File: src/rtl/regfile_pkg.sv
// -----------------------------------------------------------------------------
// regfile_pkg
//
// Shared declarations for the parametrised register file.
//   state_t        : initialisation-sequencer state (INIT walk, RUN).
//   INIT_ZERO      : INIT_MODE value, every register starts at zero.
//   INIT_INDEX     : INIT_MODE value, register i starts at i (zero-extended).
//   idx_width()    : number of bits needed to index DEPTH storage entries.
// -----------------------------------------------------------------------------
package regfile_pkg;

  typedef enum logic {
    INIT = 1'b0,
    RUN  = 1'b1
  } state_t;

  localparam int INIT_ZERO  = 0;
  localparam int INIT_INDEX = 1;

  // Width of a physical storage index. A single-entry file still gets one
  // bit so that every slice stays legal.
  function automatic int idx_width(input int depth);
    return (depth > 1) ? $clog2(depth) : 1;
  endfunction

endpackage : regfile_pkg

File: src/rtl/regfile_init_seq.sv
// -----------------------------------------------------------------------------
// regfile_init_seq
//
// Sequencer for the register-file initialisation walk. After reset it writes
// one entry per clock, from index 0 up to DEPTH-1, and then moves to RUN and
// raises ready. It never wraps. Another reset restarts the walk at index 0.
//
// Parameters
//   DATA_W    : register width.
//   ADDR_W    : architectural register address width.
//   DEPTH     : number of implemented registers (1..2**ADDR_W).
//   INIT_MODE : INIT_ZERO or INIT_INDEX, the value written by the walk.
//
// Ports
//   clock_in   in   clock, rising-edge active.
//   reset      in   synchronous active-high reset.
//   init_we    out  the array write port belongs to the walk on this edge.
//   init_addr  out  storage index being initialised.
//   init_data  out  value written at init_addr.
//   ready      out  walk complete; the datapath may use the file.
// -----------------------------------------------------------------------------
module regfile_init_seq
  import regfile_pkg::*;
#(
  parameter int DATA_W    = 32,
  parameter int ADDR_W    = 5,
  parameter int DEPTH     = 16,
  parameter int INIT_MODE = INIT_INDEX
) (
  input  logic                               clock_in,
  input  logic                               reset,
  output logic                               init_we,
  output logic [idx_width(DEPTH)-1:0]        init_addr,
  output logic [DATA_W-1:0]                  init_data,
  output logic                               ready
);

  localparam int                IDX_W    = idx_width(DEPTH);
  localparam logic [ADDR_W-1:0] LAST_IDX = ADDR_W'(DEPTH - 1);

  state_t            state;
  state_t            state_n;
  logic [ADDR_W-1:0] init_idx;
  logic [ADDR_W-1:0] init_idx_n;
  logic              ready_n;

  // State register. Reset only rewinds the walk; it never writes the array.
  always_ff @(posedge clock_in) begin
    if (reset) begin
      state    <= INIT;
      init_idx <= '0;
      ready    <= 1'b0;
    end else begin
      // NOTE: non-blocking assignments let every register sample pre-edge
      // values, so the order of these statements does not matter.
      state    <= state_n;
      init_idx <= init_idx_n;
      ready    <= ready_n;
    end
  end

  // Next-state logic and the walk's array write request.
  always_comb begin
    // NOTE: every output of this block gets a default first; a path that left
    // one unassigned would infer a latch.
    state_n    = state;
    init_idx_n = init_idx;
    ready_n    = ready;
    init_we    = 1'b0;

    unique case (state)
      INIT: begin
        // The reset edge itself must not write the array.
        init_we = !reset;
        if (init_idx == LAST_IDX) begin
          // Last entry written on this edge; hold the index so it never wraps.
          state_n = RUN;
          ready_n = 1'b1;
        end else begin
          init_idx_n = init_idx + 1'b1;
        end
      end
      RUN: begin
        // Idle until the next reset.
      end
      default: begin
        state_n = INIT;
      end
    endcase
  end

  assign init_addr = init_idx[IDX_W-1:0];
  assign init_data = (INIT_MODE == INIT_INDEX) ? DATA_W'(init_idx) : '0;

endmodule : regfile_init_seq

File: src/rtl/regfile_param.sv
// -----------------------------------------------------------------------------
// regfile_param
//
// Two-read / one-write general-purpose register file for the CPU datapaths.
// The storage is initialised by a walk that writes one entry per cycle after
// reset (see regfile_init_seq). Until the walk finishes, writes are ignored
// and both read ports return zero. Register 0 can be made hard-wired zero.
//
// Build option
//   REGFILE_BYPASS_EN : when defined, a legal same-cycle write is forwarded to
//                       any read port that addresses the written register.
//                       This covers the writeback/decode overlap. When it is
//                       undefined, a write becomes visible after its edge.
//
// Parameters
//   DATA_W    : register width.
//   ADDR_W    : register address width.
//   DEPTH     : implemented registers, 1..2**ADDR_W; higher addresses read 0
//               and drop writes.
//   INIT_MODE : INIT_ZERO (0) or INIT_INDEX (1, register i starts at i).
//   ZERO_REG  : 1 = register 0 reads 0 and ignores writes.
//
// Ports
//   clock_in   in   clock, rising-edge active.
//   reset      in   synchronous active-high reset.
//   readReg1   in   read port 1 address.
//   readReg2   in   read port 2 address.
//   writeReg   in   write address.
//   writeData  in   write data.
//   regWrite   in   write enable (honoured only when ready).
//   readData1  out  read port 1 data, combinational.
//   readData2  out  read port 2 data, combinational.
//   ready      out  initialisation complete.
// -----------------------------------------------------------------------------
module regfile_param
  import regfile_pkg::*;
#(
  parameter int DATA_W    = 32,
  parameter int ADDR_W    = 5,
  parameter int DEPTH     = 16,
  parameter int INIT_MODE = INIT_INDEX,
  parameter int ZERO_REG  = 1
) (
  input  logic              clock_in,
  input  logic              reset,
  input  logic [ADDR_W-1:0] readReg1,
  input  logic [ADDR_W-1:0] readReg2,
  input  logic [ADDR_W-1:0] writeReg,
  input  logic [DATA_W-1:0] writeData,
  input  logic              regWrite,
  output logic [DATA_W-1:0] readData1,
  output logic [DATA_W-1:0] readData2,
  output logic              ready
);

  localparam int IDX_W = idx_width(DEPTH);
  // One extra bit so that DEPTH == 2**ADDR_W is still representable.
  localparam logic [ADDR_W:0] DEPTH_EXT = (ADDR_W + 1)'(DEPTH);

  // ---------------------------------------------------------------------------
  // Initialisation sequencer
  // ---------------------------------------------------------------------------
  logic              init_we;
  logic [IDX_W-1:0]  init_addr;
  logic [DATA_W-1:0] init_data;

  regfile_init_seq #(
    .DATA_W    (DATA_W),
    .ADDR_W    (ADDR_W),
    .DEPTH     (DEPTH),
    .INIT_MODE (INIT_MODE)
  ) u_init_seq (
    .clock_in  (clock_in),
    .reset     (reset),
    .init_we   (init_we),
    .init_addr (init_addr),
    .init_data (init_data),
    .ready     (ready)
  );

  // ---------------------------------------------------------------------------
  // Address qualification
  // ---------------------------------------------------------------------------
  // True when addr names a real, writable and readable register: inside
  // DEPTH and not the hard-wired zero register.
  function automatic logic addr_ok(input logic [ADDR_W-1:0] addr);
    logic in_range;
    logic is_zero;
    in_range = ({1'b0, addr} < DEPTH_EXT);
    is_zero  = (ZERO_REG != 0) && (addr == '0);
    return in_range && !is_zero;
  endfunction

  logic wr_legal;
  logic run_we;

  assign wr_legal = regWrite && addr_ok(writeReg);
  // Datapath writes need RUN, and a reset edge must leave the array alone.
  assign run_we   = ready && wr_legal && !reset;

  // ---------------------------------------------------------------------------
  // Storage and write mux
  // ---------------------------------------------------------------------------
  logic [DATA_W-1:0] mem [DEPTH];

  // NOTE: the array has no reset branch on purpose. The initialisation walk
  // gives every entry a defined value before ready, so the storage can map
  // onto plain RAM/flop arrays without a reset network.
  always_ff @(posedge clock_in) begin
    if (init_we) begin
      mem[init_addr] <= init_data;
    end else if (run_we) begin
      mem[writeReg[IDX_W-1:0]] <= writeData;
    end
  end

  // ---------------------------------------------------------------------------
  // Read ports
  // ---------------------------------------------------------------------------
  always_comb begin
    readData1 = '0;
    readData2 = '0;
    // The walk is still running; contents are not yet valid.
    if (ready) begin
      if (addr_ok(readReg1)) readData1 = mem[readReg1[IDX_W-1:0]];
      if (addr_ok(readReg2)) readData2 = mem[readReg2[IDX_W-1:0]];
`ifdef REGFILE_BYPASS_EN
      // Forward a legal write in the same cycle. A dropped write, whether out
      // of range or to the zero register, is never forwarded.
      if (wr_legal && (readReg1 == writeReg)) readData1 = writeData;
      if (wr_legal && (readReg2 == writeReg)) readData2 = writeData;
`endif
    end
  end

endmodule : regfile_param

File: config.mk
export PLATFORM = sky130hd
export DESIGN_NAME = regfile_param
export DESIGN_NICKNAME = d
export VERILOG_FILES = /design/src/rtl/regfile_pkg.sv /design/src/rtl/regfile_init_seq.sv /design/src/rtl/regfile_param.sv
export SDC_FILE = /design/constraint.sdc
export NUM_CORES = 1
export LEC_CHECK = 0
export CAP_MARGIN = 20
export CORE_MARGIN = 2
export CORE_UTILIZATION = 60
export DETAILED_ROUTE_END_ITERATION = 7
export DONT_BUFFER_PORTS = 1
export GPL_TIMING_DRIVEN = 1
export MAX_ROUTING_LAYER = met4
export PLACE_DENSITY = 0.73
export RECOVER_POWER = 50
export SLEW_MARGIN = 20
export SYNTH_ARGS = -nofsm -noshare
export SYNTH_HDL_FRONTEND = slang
export SYNTH_SLANG_ARGS = --single-unit
File: constraint.sdc
create_clock -name clock_in -period 6.2 [get_ports clock_in]
set_input_delay 0.62 -clock clock_in [delete_from_list [all_inputs] [get_ports clock_in]]
set_output_delay 0.62 -clock clock_in [all_outputs]
set_load 0.01 [all_outputs]
# After elaboration in Yosys (flattened, before gate mapping)
# Memory sizes are Yosys's and may differ from the RTL's.
# Index checks and enable logic that the tools add are counted.
totals:
  inputBits: 50
  ramBits: 512
  reg_bits: 7
  word_cells: 42
  output_inout_bits: 65
  mem_count: 1
memory_table:
  columns: ["name", "depth", "width", "rd", "rd_clocked_by_memory_dff", "wr", "line_no", "text"]
  rows:
  - ["mem", 16, 32, 2, 0, 1, "regfile_param.sv:104", "logic [DATA_W-1:0] mem [DEPTH];"]
classes:
  bitwise: 2
  n_eq_ne: 1
  reduce_logical: 16
  muxes: 15
  n_lt_le_gt_ge: 3
  addsub: 1
ops:
  columns: ["op", "n"]
  rows:
  - ["$mux W32", 5]
  - ["$reduce_or A32 Y1", 1]
  - ["$logic_not A5 Y1", 3]
  - ["$lt A5 B5 Y1 const B", 3]
  - ["$mux W1", 9]
  - ["$logic_and A1 B1 Y1", 6]
  - ["$add A5 B1 Y5 const B", 1]
  - ["$eq A5 B4 Y1 const B", 1]
  - ["$logic_not A1 Y1", 4]
  - ["$mux W4", 1]
  - ["$reduce_and A2 Y1", 2]
  - ["$not A1 Y1", 2]

# Longest topological paths before layout
logic_depth:
  word_depth: 11
  depth_mapped: 7

# Cells and area by module
# A second synthesis with hierarchy kept.
hier_totals:
  hier_cells: 1262
  hier_area_um2: 24302.1
by_module_without_submodules:
  columns: ["mod", "seq_area_each_um2", "cells_per_inst", "n_inst", "area_each_um2"]
  rows:
  - ["regfile_param", 15374.7, 1198, 1, 23770.3]
  - ["regfile_init_seq", 140.1, 64, 1, 531.8]

# Worst setup path before layout
# OpenSTA, ideal clock, no wires.
synth_timing:
  path_type: "input port to flip-flop"
  start: "input port reset"
  end: "memory mem[10][0] (enable)"
  required_time_ns: 5.699
  arrival_ns: 4.664
  n_path_buf: 0
  path_slack_ns: 1.035
  setup_time_ns: 0.501
  cell_stages: 4
  cell_sequence: "nand4bb_2 or3_4 a32o_2 nor4_1"
synth_between:
  elab_chain_cells: 7
  word_cells_on_any_way: 11
synth_lines:
  columns: ["item", "line_no", "text"]
  rows:
  - ["start: declaration", "regfile_param.sv:45", "input logic reset,"]
  - ["$logic_not A1 Y1 (*)", "regfile_init_seq.sv:74, regfile_param.sv:99", null]
  - ["$logic_and A1 B1 Y1", "regfile_param.sv:99", "assign run_we = ready && wr_legal && !reset;"]
  - ["$mux W1", "regfile_param.sv:112", "end else if (run_we) begin"]
  - ["$mux W1", "regfile_param.sv:110", "if (init_we) begin"]
  - ["$mux W1 (not written as such)", "regfile_param.sv:113", "mem[writeReg[IDX_W-1:0]] <= writeData;"]
  - ["$reduce_or A32 Y1 (no line)", null, null]
  - ["$mux W4 (no line) or $mux W1 (tied branches)", null, null]
  - ["end: declaration", "regfile_param.sv:104", null]
# Every way passes the cells marked *; elsewhere a longest branch is shown, timed or not.

# Worst setup path in the final report
layout_timing:
  start: "register u_init_seq.ready"
  end: "memory mem[11][12] (enable)"
layout_between:
  elab_chain_cells: 7
  word_cells_on_any_way: 8
layout_lines:
  columns: ["item", "line_no", "text"]
  rows:
  - ["start: declaration", "regfile_init_seq.sv:35", "output logic ready"]
  - ["start signal: assignment", "regfile_init_seq.sv:58", "ready <= ready_n;"]
  - ["$logic_and A1 B1 Y1 (*) (2 in a row)", "regfile_param.sv:99", null]
  - ["$mux W1 (*)", "regfile_param.sv:112", null]
  - ["$mux W1 (*)", "regfile_param.sv:110", null]
  - ["$mux W1 (not written as such) (*)", "regfile_param.sv:113", null]
  - ["$reduce_or A32 Y1 (no line)", null, null]
  - ["$mux W4 (no line) or $mux W1 (tied branches)", null, null]
# Marked as above.

==> results_dict.tcl <==
set metrics [dict create \
    grt_start_max_net_pins 130 \
    r2r-end "mem[11][12]" \
    num_rows 73 \
    fin_area_sq_mm 0.0259 \
    gp_congestion 0.818 \
    synthCells 1233 \
    p_leak_nw 8.84 \
    fin_total_pwr_mw 6.99 \
    r2r-start "u_init_seq.ready" \
    drive_gt1_share_pct 27.3 \
    initial_utilization_pct 60.5 \
    postCtsHoldBufs 0 \
    ff2ff_path_depth 5 \
    wl_met3_microns 4270 \
    grt_pass1_vias 13000 \
    cp-end-kind "flip-flop" \
    status "finished, violations left" \
    num_io_pins 115 \
    crit_fanout 32 \
    cp_slowest_cell "clkbuf_1" \
    yosys_warnings 0 \
    die_area_sq_mm 0.0415 \
    p_per_area_mw_per_mm2 270 \
    drv_slew 406 \
    h-tree-depth 2 \
    dp_cells 1694 \
    wl_microns 55400 \
    ctsResizeCount 0 \
    syn_area_sq_mm 0.0239 \
    hold_end "u_init_seq.init_idx[1]" \
    wire_per_inst_microns 31.0 \
    insertion_delay_ns 0.58 \
    synth_commonest_cells "512 x edfxtp_1, 256 x mux4_2, 130 x inv_1, 64 x a22oi_1, 64 x o221ai_1" \
    cp_slowest_stage_delay_ns 1.96 \
    synth.top_cell.area_share_pct 64.3 \
    hold_slack_ns 0.100 \
    violations "capacitance limit, slew limit" \
    worst_pin_slew_ns 2.75 \
    finalSetupViolations 0 \
    grt_usage_pct 28.6 \
    grt_pass1_wl_microns 83000 \
    place_area_sq_mm 0.0245 \
    synth_seq_area_share_pct 64.9 \
    synth_edf_count 512 \
    cts.clk_slew.worst_paths_ns 0.06 \
    synth_seq_cells 519 \
    rsz0062_at_grt "false" \
    vias_per_cell 7.05 \
    vdd_ir_drop_max_uv 225 \
    hold_viol_final 0 \
    fin_crit_ns 4.45 \
    r2r_slack_ns 1.75 \
    clkSinkCount 519 \
    hold_depth 1 \
    fin_cells 1788 \
    cts_tree "built" \
    fmax_ghz 0.225 \
    startpoint_type "flip-flop" \
    synth_top_area_cell "edfxtp_1" \
    min-delay-start "reset" \
    grt.overflow.total 0 \
    drv_cap 13 \
    ant_nets 0 \
    avgSynthCellArea_sq_um 19.4 \
    cts_root_buffer "clkbuf_16" \
    dr_wl_met2_microns 27700 \
    vias 12600 \
    numCtsBuffers 52 \
    drt_first_pass_iters 5 \
    synth_area_leaders "edfxtp_1 64%, mux4_2 24%, o221ai_1 2.3%" \
    path_class "reg2reg" \
    core_area_sq_mm 0.0395 \
    slew_headroom_pct -83.1 \
    startpoint "u_init_seq.ready" \
    fill_cells 2593 \
    fp.dieW_microns 204 \
    hold_class "in2reg" \
    syn_to_final_growth_pct 8.17 \
    path_cells "nand4bb_2 > or3_1 > a32o_1 > nor4_1 > clkbuf_1" \
    ys.flop_type "edfxtp_1" \
    cts_buffer_depth 3 \
    io_buffer_count 0 \
    drc 0 \
    arrival_ns 4.59 \
    syn_nets 1285 \
    fin_crit_sh_pct 71.8 \
    nNetsFinal 1275 \
    synthDistinctLibCells 43 \
    setup_tns_ns 0 \
    dieHeight_microns 204 \
    antenna_found_initial 4 \
    yosysMostFrequentCell "edfxtp_1" \
    drt-initial-drc-count 1427 \
    required_ns 6.34 \
    dp_hpwl_microns 30300 \
    top_layer "met4" \
    skew_ns 0.00884 \
    wl_met1_microns 22000 \
    postCtsSetupRepairBufs 0 \
    async_flop_share_pct 0 \
]
-- sequential cells by signal, summed over array words and instances (netlist names) --
signal and count:
u_init_seq.init_idx 5, u_init_seq.ready 1, mem 512, u_init_seq.state 1
-- how the worst max path moves through the flow --
| stage | to | slack, ns | depth (start not counted) |
|---|---|---|---|
| 2_1_floorplan | mem[10][0] | 1.03 | 4 |
| 3_3_place_gp | readData1[8] | 2.93 | 4 |
| 3_5_place_dp | readData1[8] | 2.92 | 4 |
| 4_1_cts | readData1[8] | 2.30 | 4 |
| 5_1_grt | mem[9][9] | 1.47 | 5 |
| 6_report | mem[11][12] | 1.75 | 5 |
-- per-stage QoR --
stage	util [%]	setup slack (ns)
detailed placement	61.9	2.92
global route	65.4	1.47
global placement	61.9	2.93
finish	65.4	1.75
CTS	65.7	2.30
floorplan	-	1.03
-- placed cells by master, fill, tap and decap left out, drive strengths merged, types with 2 or more instances in the layout --
master and n:
buf 5, o221ai 64, clkbuf 82, and4b 2
nor2 13, a32oi 2, xor2 2, or3b 2
nor3b 2, a22oi 64, or3 2, ha 2
mux4 256, and3 2, clkinv 28, a21oi 3
nor4 9, nand2 14, dfxtp 7, and2 27
inv 130, diode 4, nor3 9, o21ai 5
edfxtp 512
-- logic make-up after synthesis --
group | Yosys count | synth area share, %
AND/OR/NAND/NOR | 89 | 2.20
XOR/XNOR | 3 | 0.110
flip-flops | 519 | 64.9
buffers and inverters | 220 | 3.75
AO/OA/AOI/OAI | 144 | 4.84
multiplexers | 256 | 24.1
adder cells (fa/ha/maj) | 2 | 0.105
-- worst max-delay path, delay by kind of cell (launching register included) --
kind / cells / cell delay, ns
AND/OR/NAND/NOR: 3 / 0.99
flip-flops: 1 / 0.68
AO/OA/AOI/OAI: 1 / 0.35
buffers and inverters: 1 / 1.96
-- final cells by class --
type	instances	area (sq um)	share of cell area [%]
well taps	525	657	2.54
flip-flops and latches	519	15500	60.0
inverters	130	488	1.89
clock buffers	61	1360	5.24
diodes	4	10.0	0.0387
multi-input cells	494	7570	29.3
repair buffers	26	116	0.450
clock inverters	29	150	0.580
-- power breakdown --
part	switching, mW	internal, mW	leakage (nW)
Combinational	0.106	0.143	2.56
Clock	1.27	1.59	0.742
Sequential	0.0205	3.87	5.54
Total	1.39	5.59	8.84
-- metal layers --
layer  vias up  global-route usage, %
met1      6771                   40.0
met4         0                   8.71
li1       5212                      -
met5         -                      -
met3        87                   4.12
met2       541                   44.6
Note: power is estimated with default switching activity, not from simulation.
